File: config.mk
export PLATFORM = sky130hd
export DESIGN_NAME = gray_count_receiver
export DESIGN_NICKNAME = d
export VERILOG_FILES = /design/src/rtl/gray_count_receiver.sv
export SDC_FILE = /design/constraint.sdc
export NUM_CORES = 1
export LEC_CHECK = 0
export BUFFER_PORTS_ARGS = -buffer_cell sky130_fd_sc_hd__buf_2
export CORE_MARGIN = 3
export CORE_UTILIZATION = 51
export CTS_CLUSTER_SIZE = 20
export DETAILED_ROUTE_END_ITERATION = 12
export MAX_ROUTING_LAYER = met4
export PLACE_DENSITY = 0.86
export SLEW_MARGIN = 25
export SYNTH_ARGS = -nofsm -noshare
export SYNTH_HDL_FRONTEND = slang
export SYNTH_SLANG_ARGS = --single-unit
File: constraint.sdc
create_clock -name Clk_In -period 2.1 [get_ports Clk_In]
set_input_delay 0 -clock Clk_In [delete_from_list [all_inputs] [get_ports Clk_In]]
set_output_delay 0 -clock Clk_In [all_outputs]
set_load 0.01 [all_outputs]
File: src/rtl/gray_count_receiver.sv
// Receiver for a Gray-coded up-counter arriving from a foreign clock domain:
// synchronises, converts to binary, validates +1 steps and counts them.
module gray_count_receiver #(
  parameter int unsigned WIDTH       = 4,
  parameter int unsigned SYNC_STAGES = 2,
  parameter int unsigned ACC_WIDTH   = 8
) (
  input  logic                 Clk_In,
  input  logic                 Reset_In,
  input  logic [WIDTH-1:0]     Gray_Count_In,
  input  logic                 Clear_Err_In,
  output logic [WIDTH-1:0]     Binary_Out,
  output logic                 Step_Pulse_Out,
  output logic                 Wrap_Pulse_Out,
  output logic [ACC_WIDTH-1:0] Step_Count_Out,
  output logic                 Locked_Out,
  output logic                 Error_Out
);

  localparam int unsigned FILL_W    = (SYNC_STAGES > 2) ? $clog2(SYNC_STAGES) : 1;
  localparam int unsigned FILL_LAST = SYNC_STAGES - 1;

  typedef enum logic [1:0] {
    SEED  = 2'd0,
    TRACK = 2'd1,
    FAULT = 2'd2
  } state_t;

  state_t             state_q;
  logic [FILL_W-1:0]  fill_q;
  logic [WIDTH-1:0]   prev_q;
  logic [WIDTH-1:0]   sync_q [SYNC_STAGES];

  logic [WIDTH-1:0]   sync_c;
  logic [WIDTH-1:0]   sync_bin_c;
  logic [WIDTH-1:0]   prev_bin_c;
  logic               changed_c;
  logic               legal_c;
  logic               at_max_c;

  function automatic logic [WIDTH-1:0] g2b(input logic [WIDTH-1:0] g);
    logic [WIDTH-1:0] b;
    b = '0;
    b[WIDTH-1] = g[WIDTH-1];
    for (int i = int'(WIDTH) - 2; i >= 0; i--) begin
      b[i] = b[i+1] ^ g[i];
    end
    return b;
  endfunction

  // Raw Gray bus is resynchronised as-is; only one bit moves per legal step.
  always_ff @(posedge Clk_In or posedge Reset_In) begin
    if (Reset_In) begin
      for (int s = 0; s < int'(SYNC_STAGES); s++) begin
        sync_q[s] <= '0;
      end
    end else begin
      sync_q[0] <= Gray_Count_In;
      for (int s = 1; s < int'(SYNC_STAGES); s++) begin
        sync_q[s] <= sync_q[s-1];
      end
    end
  end

  // Step legality is judged in the binary domain against the last accepted code.
  always_comb begin
    sync_c     = sync_q[SYNC_STAGES-1];
    sync_bin_c = g2b(sync_c);
    prev_bin_c = g2b(prev_q);
    changed_c  = |(sync_c ^ prev_q);
    legal_c    = (sync_bin_c == (prev_bin_c + WIDTH'(1)));
    at_max_c   = &prev_bin_c;
  end

  always_ff @(posedge Clk_In or posedge Reset_In) begin
    if (Reset_In) begin
      state_q        <= SEED;
      fill_q         <= '0;
      prev_q         <= '0;
      Binary_Out     <= '0;
      Step_Pulse_Out <= 1'b0;
      Wrap_Pulse_Out <= 1'b0;
      Step_Count_Out <= '0;
      Locked_Out     <= 1'b0;
      Error_Out      <= 1'b0;
    end else begin
      Step_Pulse_Out <= 1'b0;
      Wrap_Pulse_Out <= 1'b0;
      case (state_q)
        SEED: begin
          fill_q <= fill_q + FILL_W'(1);
          if (fill_q == FILL_W'(FILL_LAST)) begin
            prev_q     <= sync_c;
            Binary_Out <= sync_bin_c;
            Locked_Out <= 1'b1;
            state_q    <= TRACK;
          end
        end
        TRACK: begin
          if (changed_c) begin
            if (legal_c) begin
              prev_q         <= sync_c;
              Binary_Out     <= sync_bin_c;
              Step_Pulse_Out <= 1'b1;
              Wrap_Pulse_Out <= at_max_c;
              Step_Count_Out <= Step_Count_Out + ACC_WIDTH'(1);
            end else begin
              Error_Out  <= 1'b1;
              Locked_Out <= 1'b0;
              state_q    <= FAULT;
            end
          end
        end
        FAULT: begin
          // Follow the input blindly so a clear re-baselines on the current code.
          prev_q     <= sync_c;
          Binary_Out <= sync_bin_c;
          if (Clear_Err_In) begin
            Error_Out  <= 1'b0;
            Locked_Out <= 1'b1;
            state_q    <= TRACK;
          end
        end
        default: begin
          state_q <= SEED;
        end
      endcase
    end
  end

endmodule
==> results_dict.tcl, run 1 <==
set metrics [dict create \
    status "complete, but fails checks" \
    violations "setup timing" \
    syn_avg_cell_area_um2 10.07 \
    drc 0 \
    clock-sinks 30 \
    stdcell_count 263 \
    setup_violations 14 \
    grt_pass1_wl_um 7672 \
    power_frac_comb_pct 67.6 \
    die_h_um 63.42 \
    fillCellCount 208 \
    max_stage_delay_ns 0.47 \
    h-tree-depth 2 \
    crit_fanout 5 \
    gp_congestion 0.9310 \
    power.leakage_nw 1.099 \
    reg2reg_from "prev_q[2]" \
    yosys_warnings 0 \
    p_sw_mw 2.079 \
    core_um2 3103 \
    cts_root_buffer "clkbuf_4" \
    cts_buffer_depth 2 \
    cp_cell_sequence "xnor2_4, inv_2, ha_4, a21boi_2, a221oi_2, a21o_4, nor3_4, mux2_4" \
    syn_area_um2 1682 \
    layout_min_cycle_time_ns 2.177 \
    hold_class "in2async" \
    drv_cap 0 \
    drt-pass1-iter-count 5 \
    crit_arrival_ns 2.42 \
    placed_cells 243 \
    synthArstFlopShare_pct 100.0 \
    peakVddDrop_mv 0.7753 \
    grt_start_max_net_pins 31 \
    cp.buffers_inverters 1 \
    relSlewSlack_pct 70.84 \
    path_clk_slew_ns 0.11 \
    numCtsBuffers 5 \
    layout_commonest_cell "dfrtp_1" \
    total_power_mw 4.410 \
    worstRegToRegCells 8 \
    synth_top_flop_cell "dfrtp_1" \
    setup_slack_ns -0.07746 \
    row_count 20 \
    worst_path_max_delay_cell "dfrtp_2" \
    syn-num-nets 176 \
    p_per_area_nw_per_um2 1845 \
    finalCritPeriodShare_pct 103.7 \
    fin_util_pct 77.02 \
    insertion_delay_ns 0.34 \
    antenna_cells 0 \
    seqPwrFrac_pct 21.3 \
    fmax_mhz 459.3 \
    start_kind "flip-flop" \
    cts_tree "yes" \
    synthCells 167 \
    grtUsageTotal_pct 25.53 \
    sw_frac_of_total_pct 47.14 \
    criticalPathCategory "reg2reg" \
    end_kind "flip-flop" \
    timing.rr.end "Step_Count_Out[1]" \
    r2r_setup_slack_ns -0.08 \
    clkPwrFrac_pct 11.1 \
    fin_skew_ns 0.02361 \
    drt_iter0_drc 134 \
    synthToLayoutAreaGrowth_pct 42.11 \
    final_layout_size_suffix_gt1_share_pct 40.64 \
    cp_top_family "compound AO/OA/AOI/OAI gates" \
    grt_pass1_vias 1585 \
    overflow 0 \
    start_util_pct 54.19 \
    die_x_um 63.42 \
    synth_cell_types 48 \
    antenna_found_initial 0 \
    synth_edf_count 0 \
    internal_power_mw 2.331 \
    wirelength_um 4785 \
    fin_nets 227 \
    final_cell_mix "28 x dfrtp_1, 22 x buf_2, 19 x buf_4, 15 x nand3_1, 13 x nand2_1" \
    antenna_left 0 \
    vias 1632 \
    worstPathRequired_ns 2.34 \
    io_pins 23 \
    synth_seq_area_share_pct 44.64 \
    report.final.slew_viol_count 0 \
    floorplan.die_area_um2 4022 \
    worstMarginPinSlew_ns 0.4318 \
    synth-seq-cells 30 \
    finalHoldViolations 0 \
    avgViaCountPerCell 6.205 \
    dpl.hpwl_um 2929 \
    rsz0062_at_grt "yes" \
    io_buffers 22 \
    post_drt_wl_per_cell_um 18.19 \
]
[sequential cells by signal, summed over array words and instances (netlist names)]
register and flops:
Step_Count_Out 8, prev_q 4, sync_c 4, sync_q 4, Binary_Out 3, state_q 2, Error_Out 1, Locked_Out 1
Step_Pulse_Out 1, Wrap_Pulse_Out 1, fill_q 1
[worst register-to-register path, stage by stage, from the launching register on]
cell and delay [ns]:
dfrtp_2 0.47, xnor2_4 0.19, inv_2 0.06, ha_4 0.29
a21boi_2 0.19, a221oi_2 0.10, a21o_4 0.24, nor3_4 0.22
mux2_4 0.32
[per-layer routing]
metal / vias up / share of wire [%] / wire [um] / GRT usage [%]
met2: 94 / 50 / 2399 / 40.68
met4: 0 / 3.0 / 144 / 11.59
met5: - / 0 / 0 / -
li1: 727 / - / - / -
met3: 25 / 7.6 / 364 / 5.704
met1: 786 / 39 / 1877 / 30.97
[logic make-up after synthesis]
family / share of synthesized area (%)
and+or+nand+nor: 22.84
AOI/OAI and AO/OA: 16.44
DFF: 44.64
xor gates and xnor gates: 9.152
buffers and inverters: 4.167
muxes: 1.265
adders and majority gates: 1.488
[final cells by class]
class,instances,area [um2],area share (%)
Clock buffer,7,55.05,2.304
Clock inverter,1,30.03,1.257
Inverter,5,18.77,0.7853
Multi-Input combinational cell,124,1105,46.23
Sequential cell,30,753.2,31.52
Tap cell,44,55.05,2.304
Timing Repair Buffer,52,372.9,15.60
[power by group through the flow]
stage | Sequential, mW | Clock [mW] | Combinational, mW
after CTS | 0.913 | 0.492 | 2.63
after global placement | 0.904 | 0 | 2.05
after floorplan | 0.934 | 0 | 1.45
final | 0.940 | 0.488 | 2.98
after global routing | 0.959 | 0.515 | 3.18
after detailed placement | 0.922 | 0 | 2.18
[cell usage after synthesis, drive strengths merged (2+ instances only)]
master | count | area (um2)
dfrtp | 30 | 750.7
nand3 | 15 | 75.07
nand2 | 13 | 48.80
xor2 | 12 | 105.1
and3 | 7 | 45.05
nor3 | 7 | 46.30
nor4 | 7 | 65.06
clkbuf | 6 | 22.52
o211ai | 6 | 45.04
o21ai | 6 | 30.03
a21oi | 5 | 25.02
a31oi | 5 | 37.53
inv | 5 | 18.77
buf | 4 | 28.78
a21o | 3 | 22.52
nand2b | 3 | 18.77
nand3b | 3 | 22.52
xnor2 | 3 | 26.28
a21boi | 2 | 15.01
ha | 2 | 25.02
nor2 | 2 | 7.510
o31ai | 2 | 15.01
or3 | 2 | 17.52
[through the flow]
step,cell area (um2),TNS (ns),hold WS [ns],worst slack [ns]
floorplan,1723,-0.05255,0.03143,-0.02796
global placement,1981,-0.1515,0.08342,-0.03025
detailed placement,1981,-2.988,0.09730,-0.2427
CTS,2311,-0.1890,0.2708,-0.04395
global route,2390,-1.936,0.2985,-0.1620
finish,2390,-0.6033,0.2616,-0.07746
[worst max-delay path by stage]
stage,slack (ns),to,startpoint,depth (start not counted)
after floorplan,-0.03,Step_Count_Out[1],prev_q[2],8
after global placement,-0.03,Step_Count_Out[2],prev_q[2],9
after detailed placement,-0.24,Binary_Out[2],prev_q[2],8
after CTS,-0.04,Step_Count_Out[1],prev_q[3],8
after global routing,-0.16,Step_Count_Out[0],prev_q[2],9
final,-0.08,Step_Count_Out[1],prev_q[2],8
[repair_timing]
action,in CTS,in global routing
gates cloned,1,1
setup endpoints to repair,19,20
pin swaps,24,12
resized for setup,25,13
hold endpoints to repair,35,0
hold buffers,6,0
setup buffers,4,1
Power figures use the tool's default switching activity.
==> run 2, diff against run 1 <==
- RECOVER_POWER: default -> 50
==> results_dict.tcl, run 2 (synthesis results as in run 1) <==
set metrics [dict create \
    avgViaCountPerCell 6.175 \
    antenna_left 0 \
    grtUsageTotal_pct 25.53 \
    wirelength_um 4789 \
    worstMarginPinSlew_ns 1.597 \
    relSlewSlack_pct -6.464 \
    io_buffers 22 \
    internal_power_mw 2.331 \
    fmax_mhz 458.1 \
    floorplan.die_area_um2 4022 \
    final_area_um2 2386 \
    die_x_um 63.42 \
    start_kind "flip-flop" \
    core_um2 3103 \
    layout_min_cycle_time_ns 2.183 \
    power.leakage_nw 1.096 \
    violations "capacitance limit, slew limit, setup timing" \
    clkPwrFrac_pct 11.1 \
    setup_violations 14 \
    peakVddDrop_mv 0.7756 \
    report.final.slew_viol_count 31 \
    rsz0062_at_grt "yes" \
    path_clk_slew_ns 0.11 \
    fin_util_pct 76.90 \
    power_frac_comb_pct 67.6 \
    synthToLayoutAreaGrowth_pct 41.89 \
    worstRegToRegCells 9 \
    row_count 20 \
    finalHoldViolations 0 \
    insertion_delay_ns 0.34 \
    finalSetupTns_ns -0.5749 \
    drt-pass1-iter-count 5 \
    vias 1624 \
    holdWs_ns 0.3137 \
    p_per_area_nw_per_um2 1849 \
    dp_slack_ns -0.2427 \
    worstPathRequired_ns 2.36 \
    post_drt_wl_per_cell_um 18.21 \
    p_sw_mw 2.082 \
    cts_root_buffer "clkbuf_4" \
    overflow 0 \
    numCtsBuffers 5 \
    seqPwrFrac_pct 21.3 \
    final_layout_size_suffix_gt1_share_pct 40.18 \
    antenna_cells 0 \
    timing.rr.end "Step_Count_Out[0]" \
    die_h_um 63.42 \
    cts_tree "yes" \
    h-tree-depth 2 \
    fin_skew_ns 0.02428 \
    setup_slack_ns -0.08296 \
    finalCritPeriodShare_pct 104.0 \
    sw_frac_of_total_pct 47.18 \
    drc 0 \
    regMostFlops "Step_Count_Out" \
    cts_buffer_depth 2 \
    gp_congestion 0.9310 \
    crit_fanout 5 \
    grt_pass1_vias 1585 \
    clock-sinks 30 \
    drv_cap 1 \
    hold_class "in2reg" \
    largest_reg_flops 8 \
    criticalPathCategory "reg2reg" \
    dpl.hpwl_um 2929 \
    grt_pass1_wl_um 7672 \
    grt_start_max_net_pins 31 \
    r2r_setup_slack_ns -0.08 \
    critical_path.endpoint "Step_Count_Out[0]" \
    startpoint "prev_q[2]" \
    drt_iter0_drc 134 \
    start_util_pct 54.19 \
    fillCellCount 209 \
    end_kind "flip-flop" \
    antenna_found_initial 0 \
    final_cell_mix "28 x dfrtp_1, 22 x buf_2, 18 x buf_4, 15 x nand3_1, 13 x nand2_1" \
    crit_arrival_ns 2.45 \
    reg2reg_from "prev_q[2]" \
    layout_commonest_cell "dfrtp_1" \
    status "complete, but fails checks" \
    io_pins 23 \
    post_dp_cell_area_um2 1981 \
    fin_nets 227 \
]
run 2: worst min-delay path by stage:
stage / start / endpoint / slack (ns) / cells after the start
2_1_floorplan: Gray_Count_In[0] / sync_q[4] / 0.03 / 0
3_5_place_dp: Reset_In / sync_q[4] / 0.1 / 3
4_1_cts: Reset_In / Step_Count_Out[1] / 0.27 / 4
3_3_place_gp: Reset_In / Step_Count_Out[4] / 0.08 / 3
6_report: Gray_Count_In[0] / sync_q[4] / 0.31 / 2
5_1_grt: Gray_Count_In[0] / sync_q[4] / 0.30 / 2
run 2: power groups by stage:
stage	Sequential (mW)	Clock, mW	Combinational (mW)
2_1_floorplan	0.934	0	1.45
3_3_place_gp	0.904	0	2.05
3_5_place_dp	0.922	0	2.18
4_1_cts	0.913	0.492	2.63
5_1_grt	0.959	0.515	3.18
6_report	0.941	0.489	2.98
run 2: layout make-up:
type,count,area (um2),area share [%]
sequential,30,753.2,31.57
clock inverter,1,30.03,1.259
clock buffer,7,55.05,2.307
multi-input combinational,124,1105,46.30
tap,44,55.05,2.307
inverter,5,18.77,0.7866
timing repair buffer,52,369.1,15.47
run 2: layer usage:
layer / wire [um] / vias to the layer above / track usage (%) / part of all wire, %
li1: - / 725 / - / -
met1: 1875 / 783 / 30.97 / 39
met2: 2401 / 91 / 40.68 / 50
met3: 368 / 25 / 5.704 / 7.7
met4: 144 / 0 / 11.59 / 3.0
met5: 0 / - / - / 0
run 2: repair_timing:
item	CTS	global route
pin swaps	24	12
hold buffers	6	0
hold endpoints to repair	35	0
buffers inserted	4	1
endpoints found under the setup margin	19	20
cloned	1	1
resized for setup	25	13
run 2: stage by stage:
stage,power (mW),instances
floorplan,2.386,167
global placement,2.954,243
detailed placement,3.103,243
CTS,4.033,261
global route,4.652,263
finish,4.412,263
run 2: worst max-delay path, cell delays in order, from the launching register on:
cell	delay, ns
dfrtp_2	0.47
xnor2_4	0.19
inv_2	0.06
ha_4	0.29
a21boi_2	0.19
a221oi_2	0.10
a21o_4	0.24
nor3_4	0.23
buf_4	0.15
xor2_1	0.18
==> run 3, diff against run 2 <==
- ABC_AREA: default -> 1
- CORE_UTILIZATION: 51 -> 50
- PLACE_DENSITY: 0.86 -> 0.85
==> results_dict.tcl, run 3 <==
set metrics [dict create \
    synth_edf_count 0 \
    vias 1468 \
    synth_cell_types 27 \
    drc 0 \
    startpoint "prev_q[2]" \
    antenna_left 0 \
    regMostFlops "Step_Count_Out" \
    antenna_found_initial 0 \
    cts_tree "yes" \
    fin_skew_ns 0.01894 \
    path_clk_slew_ns 0.11 \
    layout_commonest_cell "nand2_1" \
    syn_avg_cell_area_um2 8.209 \
    start_util_pct 54.39 \
    overflow 0 \
    finalSetupTns_ns -0.3857 \
    floorplan.die_area_um2 3808 \
    hold_class "in2reg" \
    yosysMostFrequentCell "nand2_1" \
    status "complete, but fails checks" \
    finalCritPeriodShare_pct 103.3 \
    fin_nets 245 \
    synthTopCellsByCount "74 x nand2_1, 30 x dfrtp_1, 19 x nand3_1" \
    syn-num-nets 198 \
    finalHoldViolations 0 \
    antenna_cells 0 \
    synthTopCellsByArea "dfrtp_1 48%, nand2_1 18%, nand3_1 6.1%" \
    synth.top_cell.area_share_pct 48.39 \
    gp_congestion 0.8539 \
    io_pins 23 \
    report.final.slew_viol_count 31 \
    cts_root_buffer "clkbuf_4" \
    synth_seq_area_share_pct 48.39 \
    final_cell_mix "59 x nand2_1, 30 x dfrtp_1, 22 x buf_2, 18 x nand2_2, 12 x nand3_1" \
    synthCells 189 \
    grt_pass1_vias 1330 \
    worstPathRequired_ns 2.37 \
    wirelength_um 3681 \
    die_h_um 61.71 \
    post_drt_wl_per_cell_um 13.74 \
    die_x_um 61.71 \
    rsz0062_at_grt "yes" \
    syn_area_um2 1551 \
    clock-sinks 30 \
    peakVddDrop_mv 0.8377 \
    grt_pass1_wl_um 5623 \
    synth_top_flop_cell "dfrtp_1" \
    worstMarginPinSlew_ns 1.562 \
    hold_start "Gray_Count_In[1]" \
    fmax_mhz 460.8 \
    final_layout_size_suffix_gt1_share_pct 38.82 \
    reg2reg_from "prev_q[2]" \
    start_kind "flip-flop" \
    synthArstFlopShare_pct 100.0 \
    synthToLayoutAreaGrowth_pct 33.15 \
    setup_slack_ns -0.07011 \
    io_buffers 22 \
    row_count 19 \
    core_um2 2853 \
    cts_buffer_depth 2 \
    yosysTopAreaCell "dfrtp_1" \
    setup_violations 16 \
    power.leakage_nw 1.131 \
    h-tree-depth 2 \
    dp_slack_ns -0.08128 \
    drt-pass1-iter-count 4 \
    relSlewSlack_pct -4.126 \
    drt_iter0_drc 88 \
    fin_util_pct 72.41 \
    violations "capacitance limit, slew limit, setup timing" \
    insertion_delay_ns 0.35 \
    crit_fanout 7 \
    total_power_mw 3.091 \
    end_kind "flip-flop" \
    layout_min_cycle_time_ns 2.170 \
    crit_arrival_ns 2.44 \
    avgViaCountPerCell 5.478 \
    grtUsageTotal_pct 21.26 \
    synth-seq-cells 30 \
    p_per_area_nw_per_um2 1496 \
    numCtsBuffers 5 \
    drv_cap 1 \
    largest_reg_flops 8 \
    grt_start_max_net_pins 31 \
    criticalPathCategory "reg2reg" \
    dpl.hpwl_um 2271 \
    yosys_warnings 0 \
]
[run 3: cell type report]
class | count | area, um2
timing repair buffer | 42 | 279.0
inverter | 19 | 71.32
fill | 201 | 787.0
clock buffer | 8 | 78.83
sequential | 30 | 750.7
tap | 31 | 38.79
multi-input combinational | 138 | 847.1
[run 3: repair_timing]
action | in CTS | in global routing
hold endpoints to repair | 36 | 0
hold buffers | 6 | 0
pin swaps | 6 | 17
cloned | 0 | 1
setup endpoints to repair | 19 | 21
resized for setup | 9 | 28
setup buffers | 1 | 3
[run 3: power breakdown]
part           switching, mW  internal (mW)
sequential             0.149          0.735
combinational           1.06          0.711
clock                  0.206          0.228
total                   1.42           1.67
[run 3: stage by stage]
stage	cells	hold slack (ns)	instance area [um2]
after floorplan	189	0.03143	1551
after global placement	249	0.08008	1753
after detailed placement	249	0.08852	1753
after CTS	264	0.2612	1938
after global routing	268	0.2977	2066
final	268	0.3017	2066
[run 3: worst max-delay path: stages (launching register included)]
cell and delay [ns]:
dfrtp_1 0.42, inv_2 0.08, nand2_2 0.06, and2_4 0.14, ha_4 0.28, nand2_2 0.07
nand2_2 0.08, inv_2 0.04, nand3_1 0.06, nand2_1 0.06, nor2_1 0.12, nand2_2 0.10
nor2_4 0.19, buf_6 0.17, nand2_4 0.06, nand2_1 0.05, nand2_1 0.05, nand2_1 0.07
[run 3: final timing paths]
| kind | end | slack, ns | cells after the start |
|---|---|---|---|
| max reg2reg | state_q[0] | -0.07 | 17 |
| max in group asynchronous | sync_c[2] | 0.47 | 4 |
| min | sync_q[5] | 0.30 | 2 |
| min reg2reg | sync_c[2] | 0.35 | 0 |
| min in group asynchronous | Step_Pulse_Out | 0.71 | 4 |
| max | state_q[0] | -0.07 | 17 |
[run 3: kinds of logic after synthesis]
logic type	synth area share, %
DFF	48.39
and+or+nand+nor	37.02
adders and majority gates	1.613
buffers and inverters	6.048
AOI/OAI and AO/OA	2.500
xor gates and xnor gates	4.436
[run 3: metal layers]
layer | vias up | track usage (%) | wire length [um]
li1 | 703 | - | -
met1 | 702 | 24.60 | 1521
met2 | 49 | 33.63 | 1848
met3 | 14 | 6.612 | 210
met4 | 0 | 10.00 | 102
met5 | - | - | 0
